--- config.mk ---
export PLATFORM = sky130hd
export DESIGN_NAME = seq_pow_fact_unit
export DESIGN_NICKNAME = d
export VERILOG_FILES = /design/src/rtl/seq_pow_fact_unit.sv
export SDC_FILE = /design/constraint.sdc
export NUM_CORES = 1
export LEC_CHECK = 0
export BUFFER_PORTS_ARGS = -buffer_cell sky130_fd_sc_hd__buf_2
export CAP_MARGIN = 0
export CORE_UTILIZATION = 45
export CTS_BUF_LIST = sky130_fd_sc_hd__clkbuf_2
export DETAILED_ROUTE_END_ITERATION = 8
export HOLD_SLACK_MARGIN = 0.1
export RECOVER_POWER = 25
export SYNTH_ARGS = -nofsm -noshare
export SYNTH_HDL_FRONTEND = slang
export SYNTH_SLANG_ARGS = --single-unit
--- constraint.sdc ---
create_clock -name clk -period 8.55 [get_ports clk]
set_input_delay 0.855 -clock clk [delete_from_list [all_inputs] [get_ports clk]]
set_output_delay 0.855 -clock clk [all_outputs]
set_load 0.05 [all_outputs]
--- src/rtl/seq_pow_fact_unit.sv ---
// Iterative a^n / n! engine: one multiply per cycle against a decrementing counter,
// with a start/busy/done handshake and sticky overflow (optionally saturating).
module seq_pow_fact_unit #(
    parameter int W   = 16,
    parameter int NW  = 5,
    parameter bit SAT = 1'b0
) (
    input  logic          clk,
    input  logic          rst,
    input  logic          start,
    input  logic          mode,
    input  logic [W-1:0]  a_in,
    input  logic [NW-1:0] n_in,
    output logic          busy,
    output logic          done,
    output logic [W-1:0]  result,
    output logic          ovf
);

    localparam logic [1:0] S_IDLE = 2'd0;
    localparam logic [1:0] S_MUL  = 2'd1;
    localparam logic [1:0] S_DONE = 2'd2;

    logic [1:0]    state_q, state_d;
    logic [W-1:0]  acc_q, acc_d;
    logic [NW-1:0] cnt_q, cnt_d;
    logic [W-1:0]  a_q, a_d;
    logic          mode_q, mode_d;
    logic [W-1:0]  result_q, result_d;
    logic          ovf_q, ovf_d;
    logic          busy_q, done_q;

    logic [W-1:0]   mult;
    logic [2*W-1:0] prod;

    function automatic logic [W-1:0] sat_value();
        return '1;
    endfunction

    always_comb begin
        mult = a_q;
        if (mode_q) begin
            mult = '0;
            mult[NW-1:0] = cnt_q;
        end
        prod = {{W{1'b0}}, acc_q} * {{W{1'b0}}, mult};
    end

    always_comb begin
        state_d  = state_q;
        acc_d    = acc_q;
        cnt_d    = cnt_q;
        a_d      = a_q;
        mode_d   = mode_q;
        result_d = result_q;
        ovf_d    = ovf_q;
        case (state_q)
            S_IDLE: begin
                if (start) begin
                    a_d     = a_in;
                    cnt_d   = n_in;
                    mode_d  = mode;
                    acc_d   = W'(1);
                    ovf_d   = 1'b0;
                    state_d = S_MUL;
                end
            end
            S_MUL: begin
                if (cnt_q == '0) begin
                    result_d = acc_q;
                    state_d  = S_DONE;
                end else begin
                    acc_d = prod[W-1:0];
                    cnt_d = cnt_q - 1'b1;
                    // High half non-zero means the true product no longer fits in W bits
                    if (|prod[2*W-1:W]) begin
                        ovf_d = 1'b1;
                        if (SAT) begin
                            result_d = sat_value();
                            state_d  = S_DONE;
                        end
                    end
                end
            end
            S_DONE:  state_d = S_IDLE;
            default: state_d = S_IDLE;
        endcase
    end

    always_ff @(posedge clk) begin
        if (rst) begin
            state_q  <= S_IDLE;
            acc_q    <= '0;
            cnt_q    <= '0;
            result_q <= '0;
            ovf_q    <= 1'b0;
            busy_q   <= 1'b0;
            done_q   <= 1'b0;
        end else begin
            state_q  <= state_d;
            acc_q    <= acc_d;
            cnt_q    <= cnt_d;
            result_q <= result_d;
            ovf_q    <= ovf_d;
            busy_q   <= (state_d != S_IDLE);
            done_q   <= (state_d == S_DONE);
        end
    end

    // Operand captures only matter once an operation has been accepted
    always_ff @(posedge clk) begin
        a_q    <= a_d;
        mode_q <= mode_d;
    end

    assign busy   = busy_q;
    assign done   = done_q;
    assign result = result_q;
    assign ovf    = ovf_q;

endmodule

==> results_tabular.tex, run 1 <==
\begin{tabular}{lr}
\hline
Metric & Value \\
\hline
\multicolumn{2}{l}{\textbf{Status}} \\
\quad Result of the run & finished clean \\
\multicolumn{2}{l}{\textbf{Detailed routing}} \\
\quad Iteration count of the initial detailed-routing pass & 5 \\
\quad Routed WL per cell & about 17 um \\
\quad Number of vias in the routed layout & 8,116 \\
\quad Post-route DRC & 0 \\
\quad WL final & approximately 27,000 um \\
\quad Number of antenna-violating nets in the routed design & 0 \\
\quad Number of violations reported at the end of detailed-routing iteration 0 & 405 \\
\quad Routed vias/inst & a little over 5 \\
\multicolumn{2}{l}{\textbf{Clocking}} \\
\quad Resize count post-CTS & 0 \\
\quad CTS H-Tree Depth & 3 \\
\quad Max Root-Sink Buffers & 2 \\
\quad Hold bufs inserted after CTS & 0 \\
\quad Cell at the root of the clock tree & clkbuf\_2 \\
\quad Clock Sinks & 59 \\
\quad Clk slew on worst S/H paths & 190 ps \\
\quad TritonCTS clock tree & done \\
\quad TritonCTS buffer count & 9 \\
\quad Worst-Skew Late Latency & between 400 and 500 ps \\
\quad Number of post-CTS setup repair buffers & 0 \\
\multicolumn{2}{l}{\textbf{Logic synthesis}} \\
\quad EDFF count, synth & 17 \\
\quad Number of cells produced by synthesis & about 1,200 \\
\quad Post-synthesis register bit count & a little under 60 \\
\quad Mean instance size in the synthesized netlist & just under 9 um2 \\
\quad Proportion of synthesized flip-flops having asynchronous set or reset & 0 \\
\quad Number of warnings reported in the yosys synthesis log & 0 \\
\quad Ys flop type & dfxtp\_1 \\
\quad Post-synthesis sequential area ratio & 0.125 \\
\quad Post-Synthesis Cell Area & between 0.01 and 0.015 mm2 \\
\quad Net count after synthesis & 1,543 \\
\quad Distinct cell type count after synthesis & 60 \\
\multicolumn{2}{l}{\textbf{Timing}} \\
\quad Actual slew at the worst max-slew pin & 1090 ps \\
\quad Setup repair after global routing missed its margin & false \\
\quad Share of the clock period used by the worst path & 0.836 \\
\quad Fin worst setup slack & between 1000 and 1500 ps \\
\quad Final worst clock skew & roughly 26 ps \\
\quad Final setup violation count & 0 \\
\quad Final hold vios & 0 \\
\quad Fin. max-slew vios & 0 \\
\quad Clock period minus final worst setup slack & between 7000 and 8000 ps \\
\quad Max Fclk & 0.140 GHz \\
\quad Setup TNS & 0 ps \\
\quad Worst slew margin relative to its limit & 0.272 \\
\multicolumn{2}{l}{\textbf{Cells and area}} \\
\quad Fin nets & approximately 1,600 \\
\quad Layout overhead on the synthesized area & 5.96\% \\
\quad Most common cell after layout, fill and taps aside & inv\_1 \\
\quad Fraction of final layout cells sized beyond drive strength 1 & 0.0740 \\
\quad Leading cell types in the layout, fill and taps excluded & inv\_1 (227), nand2\_1 (194), fa\_1 (194) \\
\quad Final standard cell count with taps included and fillers excluded & around 1,600 \\
\quad Final instance area & around 0.011 mm2 \\
\quad Count of inserted antenna diode cells & 0 \\
\quad Final design utilization & 0.487 \\
\multicolumn{2}{l}{\textbf{Min path}} \\
\quad Hold WC Path Type & reg -> reg \\
\multicolumn{2}{l}{\textbf{Global route}} \\
\quad Overflow left after global routing & 0 \\
\quad Maximum number of pins on one net before global-route repair & 43 \\
\quad Global-route total usage across every layer & 0.240 \\
\quad Number of global-route vias before repair & between 8,000 and 9,000 \\
\quad Wire length of the first global-routing pass & 45,300 um \\
\quad Antenna violations before repair & 0 \\
\multicolumn{2}{l}{\textbf{Critical path}} \\
\quad Sort of element at the end of the critical path & flip-flop \\
\quad CP Data Arrival Time & 7510 ps \\
\quad Worst Path Class, Setup & reg -> reg \\
\quad Maximum fanout along the worst path & 16 \\
\quad Data required, critical path & roughly 8900 ps \\
\quad Setup crit start kind & flip-flop \\
\multicolumn{2}{l}{\textbf{Die}} \\
\quad Row count & 56 \\
\quad Height of the die & about 160 um \\
\quad Overall die width & 157 um \\
\quad I/O Pins & 44 \\
\quad Area of the die & about 0.025 mm2 \\
\quad Standard cell core area & between 0.02 and 0.025 mm2 \\
\quad Initial Util & 0.459 \\
\multicolumn{2}{l}{\textbf{Placed design}} \\
\quad Final weighted congestion in routability-driven placement & between 0.8 and 0.9 \\
\quad Placed instance count & approximately 1,500 \\
\quad Placed Instance Area & 0.0113 mm2 \\
\quad Setup slack at placement & about 1500 ps \\
\quad Quantity of I/O buffers inserted on ports & 43 \\
\quad Half-perimeter wire length of the detailed placement result & between 20,000 and 25,000 um \\
\multicolumn{2}{l}{\textbf{Power}} \\
\quad Max VDD drop & 119 uV \\
\quad Static Leak & a little over 5 nW \\
\quad Power per unit of standard cell area & roughly 61 mW/mm2 \\
\multicolumn{2}{l}{\textbf{Job}} \\
\quad Maximum capacitance violations & 0 \\
\hline
\end{tabular}
==> synthesized netlist by cell type, types with 2 or more instances <==
library cell | count | area (um2)
nand4_1 | 3 | 18.8
and4_1 | 2 | 17.5
nand2b_1 | 7 | 43.8
xnor2_1 | 11 | 96.3
or2_2 | 2 | 12.5
inv_1 | 227 | 852
edfxtp_1 | 17 | 510
o21bai_1 | 3 | 22.5
nand2_1 | 194 | 728
o211ai_2 | 3 | 37.5
o21a_1 | 2 | 15.0
ha_1 | 105 | 1310
a21o_1 | 7 | 52.6
dfxtp_1 | 42 | 841
mux2_2 | 5 | 56.3
o211ai_1 | 4 | 30.0
nand3b_1 | 2 | 15.0
o21ai_0 | 23 | 115
and2_1 | 129 | 807
nor2b_1 | 13 | 81.3
nor3b_1 | 3 | 22.5
a211oi_1 | 4 | 30.0
and3_1 | 2 | 12.5
o31ai_1 | 2 | 15.0
nor3_1 | 7 | 35.0
o21ai_1 | 3 | 15.0
mux2i_1 | 4 | 40.0
a211o_1 | 3 | 26.3
a21oi_1 | 57 | 285
a22oi_1 | 2 | 15.0
nor2_1 | 25 | 93.8
xor2_1 | 8 | 70.1
clkbuf_1 | 50 | 188
fa_1 | 194 | 3880
buf_1 | 2 | 7.51
a31oi_1 | 4 | 25.0
nand3_1 | 25 | 125
==> worst max-delay path: stages, from the launching register on <==
cell and delay [ps]:
edfxtp_1 760, mux2_2 550, and2_1 230, fa_1 540, inv_1 50, fa_1 460
fa_1 530, inv_1 60, fa_1 490, fa_1 500, inv_1 50, fa_1 490
inv_1 50, ha_1 330, a21oi_1 280, o21ai_1 150, a221oi_1 430, o21ai_0 190
xor2_1 180, nor4b_1 370, and4_1 250, a31oi_1 70
==> per-layer routing <==
metal  track usage  part of all wire  vias up  wire [um]
met2         0.399              0.47      183      12500
li1              -                 -     3796          -
met4        0.0691             0.030        0        796
met3        0.0255             0.042       39       1130
met5             0                 0        -          0
met1         0.331              0.46     4098      12400
==> final timing paths <==
| kind | slack, ps | from | cells past startpoint | end |
|---|---|---|---|---|
| min reg2reg | 470 | result[4] | 2 | result[4] |
| min | 470 | result[4] | 2 | result[4] |
| max | 1410 | mode_q | 21 | ovf |
| max reg2reg | 1410 | mode_q | 21 | ovf |
==> cells by family after synthesis <==
group | Yosys count | share of synthesized area
AO/OA/AOI/OAI | 132 | 0.0784
XOR/XNOR | 19 | 0.0154
adder cells (fa/ha/maj) | 299 | 0.482
buffers and inverters | 281 | 0.0981
flip-flops | 59 | 0.125
multiplexers | 9 | 0.00893
AND/OR/NAND/NOR | 420 | 0.192
==> power by group <==
group          leakage, nW  switching, mW  internal, mW
clock               0.0622          0.110        0.0375
sequential           0.503         0.0178         0.304
combinational         4.61          0.153        0.0707
total                 5.18          0.280         0.412
==> area by class of cell <==
type	count	area [um2]
fill	2343	12000
multi-input combinational	879	8380
sequential	59	1350
inverter	227	852
tap	319	399
timing repair buffer	62	354
clock buffer	9	45.0
clock inverter	7	43.8
==> registers in the layout (all words and copies together) (netlist names) <==
| register | flops |
|---|---|
| a_q | 16 |
| acc_q | 16 |
| result | 16 |
| cnt_q | 5 |
| state_q | 2 |
| busy | 1 |
| done | 1 |
| mode_q | 1 |
| ovf | 1 |
==> metrics by stage <==
stage                     total power, mW  hold slack [ps]
after global placement              0.551              440
final                               0.693              466
after CTS                           0.700              465
after detailed placement            0.551              443
after floorplan                     0.469              455
after global routing                0.736              472
(Power assumes the default switching activity.)
==> run 2, diff against run 1 <==
- ABC_AREA: unset -> 1
- clock period: 8.55 -> 6.3 ns (I/O delays scaled with it)
==> results_tabular.tex, run 2 <==
\begin{tabular}{lr}
\hline
Metric & Value \\
\hline
\multicolumn{2}{l}{\textbf{Logic synthesis}} \\
\quad Post-synthesis sequential area ratio & 0.122 (-0.00352) \\
\quad Net count after synthesis & 1,800 (+17\%) \\
\quad Post-synthesis register bit count & 59 (unchanged) \\
\quad Number of cells produced by synthesis & 1,476 (+21\%) \\
\quad Largest area contributor in the synthesized netlist & fa\_1 \\
\quad Commonest cells in the synthesized netlist & nand2\_1 (378), inv\_1 (349), fa\_1 (194), nor2\_1 (181), ha\_1 (105) \\
\quad Top cell type's share of synthesized area & 0.350 (-0.0101) \\
\quad Largest cells by area after synthesis & fa\_1 (35\%), nand2\_1 (13\%), ha\_1 (12\%), inv\_1 (12\%), dfxtp\_1 (7.6\%) \\
\quad Post-Synthesis Cell Area & 0.0111 mm2 (+2.9\%) \\
\quad Dominant cell by count in the synthesized netlist & nand2\_1 \\
\quad Proportion of synthesized flip-flops having asynchronous set or reset & 0 (unchanged) \\
\quad Mean instance size in the synthesized netlist & 7.52 um2 (-15\%) \\
\quad Ys flop type & dfxtp\_1 \\
\quad EDFF count, synth & 17 (unchanged) \\
\quad Number of warnings reported in the yosys synthesis log & 0 (unchanged) \\
\quad Distinct cell type count after synthesis & 37 (-38\%) \\
\multicolumn{2}{l}{\textbf{Timing}} \\
\quad Final setup violation count & 0 (unchanged) \\
\quad Final worst clock skew & 50.3 ps (+24.2 ps) \\
\quad Actual slew at the worst max-slew pin & 1360 ps (+277 ps) \\
\quad Share of the clock period used by the worst path & 0.963 (+0.127) \\
\quad Max Fclk & 0.165 GHz (+18\%) \\
\quad Clock period minus final worst setup slack & 6070 ps (-1080 ps) \\
\quad Fin worst setup slack & 234 ps (-1170 ps) \\
\quad Final hold vios & 0 (unchanged) \\
\quad Worst slew margin relative to its limit & 0.0900 (-0.182) \\
\quad Fin. max-slew vios & 0 (unchanged) \\
\multicolumn{2}{l}{\textbf{Status}} \\
\quad Result of the run & finished clean \\
\multicolumn{2}{l}{\textbf{Min path}} \\
\quad HP Start & a\_in[12] \\
\quad Hold WC Path Type & in -> reg \\
\quad Terminating pin of the worst hold path & a\_q[12] \\
\quad Hold Crit Depth & 1 (-1) \\
\multicolumn{2}{l}{\textbf{Critical path}} \\
\quad CP Data Arrival Time & 6550 ps (-960 ps) \\
\quad Data required, critical path & 6790 ps (-2130 ps) \\
\quad Worst reg2reg path depth & 27 (+29\%) \\
\quad Setup crit start kind & flip-flop \\
\quad Capture point of the worst reg-to-reg path & ovf \\
\quad Maximum fanout along the worst path & 9 (-7) \\
\quad Sort of element at the end of the critical path & flip-flop \\
\quad Worst reg2reg startpoint & mode\_q \\
\quad Worst Path Class, Setup & reg -> reg \\
\quad R2R setup slack & 230 ps (-1170 ps) \\
\multicolumn{2}{l}{\textbf{Power}} \\
\quad Power spent charging and discharging nets & 0.645 mW (+130\%) \\
\quad Share of total power in combinational logic & 0.470 (+0.147) \\
\quad Static Leak & 6.08 nW (+17\%) \\
\quad Fraction of power consumed by sequential logic & 0.319 (-0.146) \\
\quad P\_int & 0.777 mW (+89\%) \\
\quad Clock network fraction of total power & 0.211 (-0.002) \\
\quad Sw frac & 0.454 (+0.0488) \\
\quad Max VDD drop & 85.7 uV (-28\%) \\
\quad Power per unit of standard cell area & 117 mW/mm2 (+92\%) \\
\multicolumn{2}{l}{\textbf{Placed design}} \\
\quad Quantity of I/O buffers inserted on ports & 43 (unchanged) \\
\quad Setup slack at placement & -9.78 ps (-1520 ps) \\
\quad Half-perimeter wire length of the detailed placement result & 26,800 um (+31\%) \\
\quad Final weighted congestion in routability-driven placement & 0.919 (+2.2\%) \\
\quad Placed Instance Area & 0.0119 mm2 (+4.8\%) \\
\multicolumn{2}{l}{\textbf{Global route}} \\
\quad Wire length of the first global-routing pass & 50,600 um (+12\%) \\
\quad Maximum number of pins on one net before global-route repair & 33 (-23\%) \\
\quad Most utilized layer in the global route result & met2 \\
\quad Global-route total usage across every layer & 0.262 (+0.0214) \\
\quad Antenna violations before repair & 1 (+1) \\
\quad Overflow left after global routing & 0 (unchanged) \\
\quad Global Route met3 Usage & 0.0305 (+0.00500) \\
\quad Number of global-route vias before repair & 9,327 (+7.4\%) \\
\quad GR met1 Demand/Resource & 0.360 (+0.0290) \\
\quad Met2 global-route usage & 0.423 (+0.0241) \\
\multicolumn{2}{l}{\textbf{Clocking}} \\
\quad TritonCTS clock tree & done \\
\quad Clk slew on worst S/H paths & 230 ps (+40 ps) \\
\quad TritonCTS buffer count & 9 (unchanged) \\
\quad CTS H-Tree Depth & 3 (unchanged) \\
\quad Cell at the root of the clock tree & clkbuf\_2 \\
\quad Worst-Skew Late Latency & 590 ps (+100 ps) \\
\quad Clock Sinks & 59 (unchanged) \\
\quad Max Root-Sink Buffers & 2 (unchanged) \\
\multicolumn{2}{l}{\textbf{Cells and area}} \\
\quad Final instance area & 0.0122 mm2 (+6.8\%) \\
\quad Fraction of final layout cells sized beyond drive strength 1 & 0.0982 (+0.0242) \\
\quad Leading cell types in the layout, fill and taps excluded & nand2\_1 (370), inv\_1 (344), fa\_1 (194) \\
\quad Final design utilization & 0.503 (+0.0165) \\
\quad Fin nets & 1,867 (+20\%) \\
\quad Layout overhead on the synthesized area & 9.99\% \\
\quad Most common cell after layout, fill and taps aside & nand2\_1 \\
\multicolumn{2}{l}{\textbf{Detailed routing}} \\
\quad Routed WL per cell & 17.0 um (-0.87\%) \\
\quad Number of violations reported at the end of detailed-routing iteration 0 & 611 (+51\%) \\
\quad Number of antenna-violating nets in the routed design & 0 (unchanged) \\
\quad WL final & 31,900 um (+19\%) \\
\quad Routed vias/inst & 5.01 (-3.6\%) \\
\quad Post-route DRC & 0 (unchanged) \\
\quad Number of vias in the routed layout & 9,381 (+16\%) \\
\quad Iteration count of the initial detailed-routing pass & 5 (unchanged) \\
\multicolumn{2}{l}{\textbf{Job}} \\
\quad Maximum capacitance violations & 0 (unchanged) \\
\multicolumn{2}{l}{\textbf{Die}} \\
\quad Overall die width & 159 um (+1.4\%) \\
\quad I/O Pins & 44 (unchanged) \\
\quad Area of the die & 0.0253 mm2 (+2.9\%) \\
\quad Row count & 57 (+1.8\%) \\
\quad Height of the die & 159 um (+1.4\%) \\
\quad Initial Util & 0.458 (-0.00185) \\
\quad Standard cell core area & 0.0242 mm2 (+3.3\%) \\
\hline
\end{tabular}
==> run 2: per-layer routing <==
| metal | share of wire | wire (um) | vias to the layer above |
|---|---|---|---|
| met1 | 0.43 | 13600 | 4531 |
| met2 | 0.47 | 15000 | 318 |
| met3 | 0.065 | 2080 | 53 |
| met5 | 0 | 0 | - |
| met4 | 0.037 | 1170 | 0 |
| li1 | - | - | 4479 |
==> run 2: logic make-up (layout without fill, tap and decap cells) <==
family / after synthesis / in the layout / share of synthesized area
adders and majority gates: 299 / 299 / 0.468
and+or+nand+nor: 611 / 611 / 0.218
xor gates and xnor gates: 6 / 6 / 0.00474
buffers and inverters: 394 / 466 / 0.135
DFF: 59 / 59 / 0.122
AOI/OAI and AO/OA: 107 / 107 / 0.0518
other: 0 / 1 / 0
==> run 2: power groups by stage <==
stage	clock (mW)	combinational (mW)	sequential, mW
final	0.300	0.669	0.453
after global placement	0	0.633	0.461
after CTS	0.305	0.640	0.452
after detailed placement	0	0.634	0.461
after global routing	0.320	0.735	0.457
after floorplan	0	0.374	0.503
==> run 2: cell type report <==
type / count / area, um2
Timing Repair Buffer: 89 / 579
Clock buffer: 11 / 55.1
Multi-Input combinational cell: 1023 / 8360
Inverter: 359 / 1360
Tap cell: 324 / 405
Timing Repair inverter: 2 / 15.0
Antenna cell: 1 / 2.50
Fill cell: 2460 / 12000
Clock inverter: 5 / 77.6
Sequential cell: 59 / 1350
==> run 2: worst max path at each step <==
stage / slack [ps] / startpoint / end
after global routing: -30 / mode_q / ovf
after floorplan: 420 / mode_q / ovf
after detailed placement: -10 / mode_q / ovf
after CTS: 40 / mode_q / ovf
final: 230 / mode_q / ovf
after global placement: 20 / mode_q / ovf
==> run 2: worst max-delay path: stages (launching register included) <==
cell,delay [ps]
edfxtp_1,440
buf_4,200
o21ai_4,260
clkinvlp_4,220
nand2_1,120
fa_1,450
fa_1,460
fa_1,510
fa_1,550
inv_1,50
fa_1,490
inv_1,60
fa_1,510
inv_1,70
ha_2,390
nand2_2,120
nor2_4,150
nand3_1,140
nand3b_4,120
nand2_1,80
nand3_1,70
nand2_1,60
nor2_1,160
nand2_1,70
nor2_1,80
nand2_1,60
nand2_1,70
a21oi_2,50
==> run 2: repair_timing <==
action | 4_1_cts | 5_1_grt
hold buffers | 0 | 0
setup endpoints to repair | 1 | 1
gates resized for setup | 2 | 46
gates cloned | 0 | 2
setup buffers | 0 | 6
pin swaps | 0 | 2
==> run 2: metrics by stage <==
step	hold WS, ps	cells	setup TNS, ps	power (mW)
CTS	174	1864	0	1.40
finish	194	1873	0	1.42
detailed placement	479	1848	-9.78	1.09
global route	170	1873	-25.6	1.51
global placement	486	1848	0	1.09
floorplan	464	1476	0	0.877
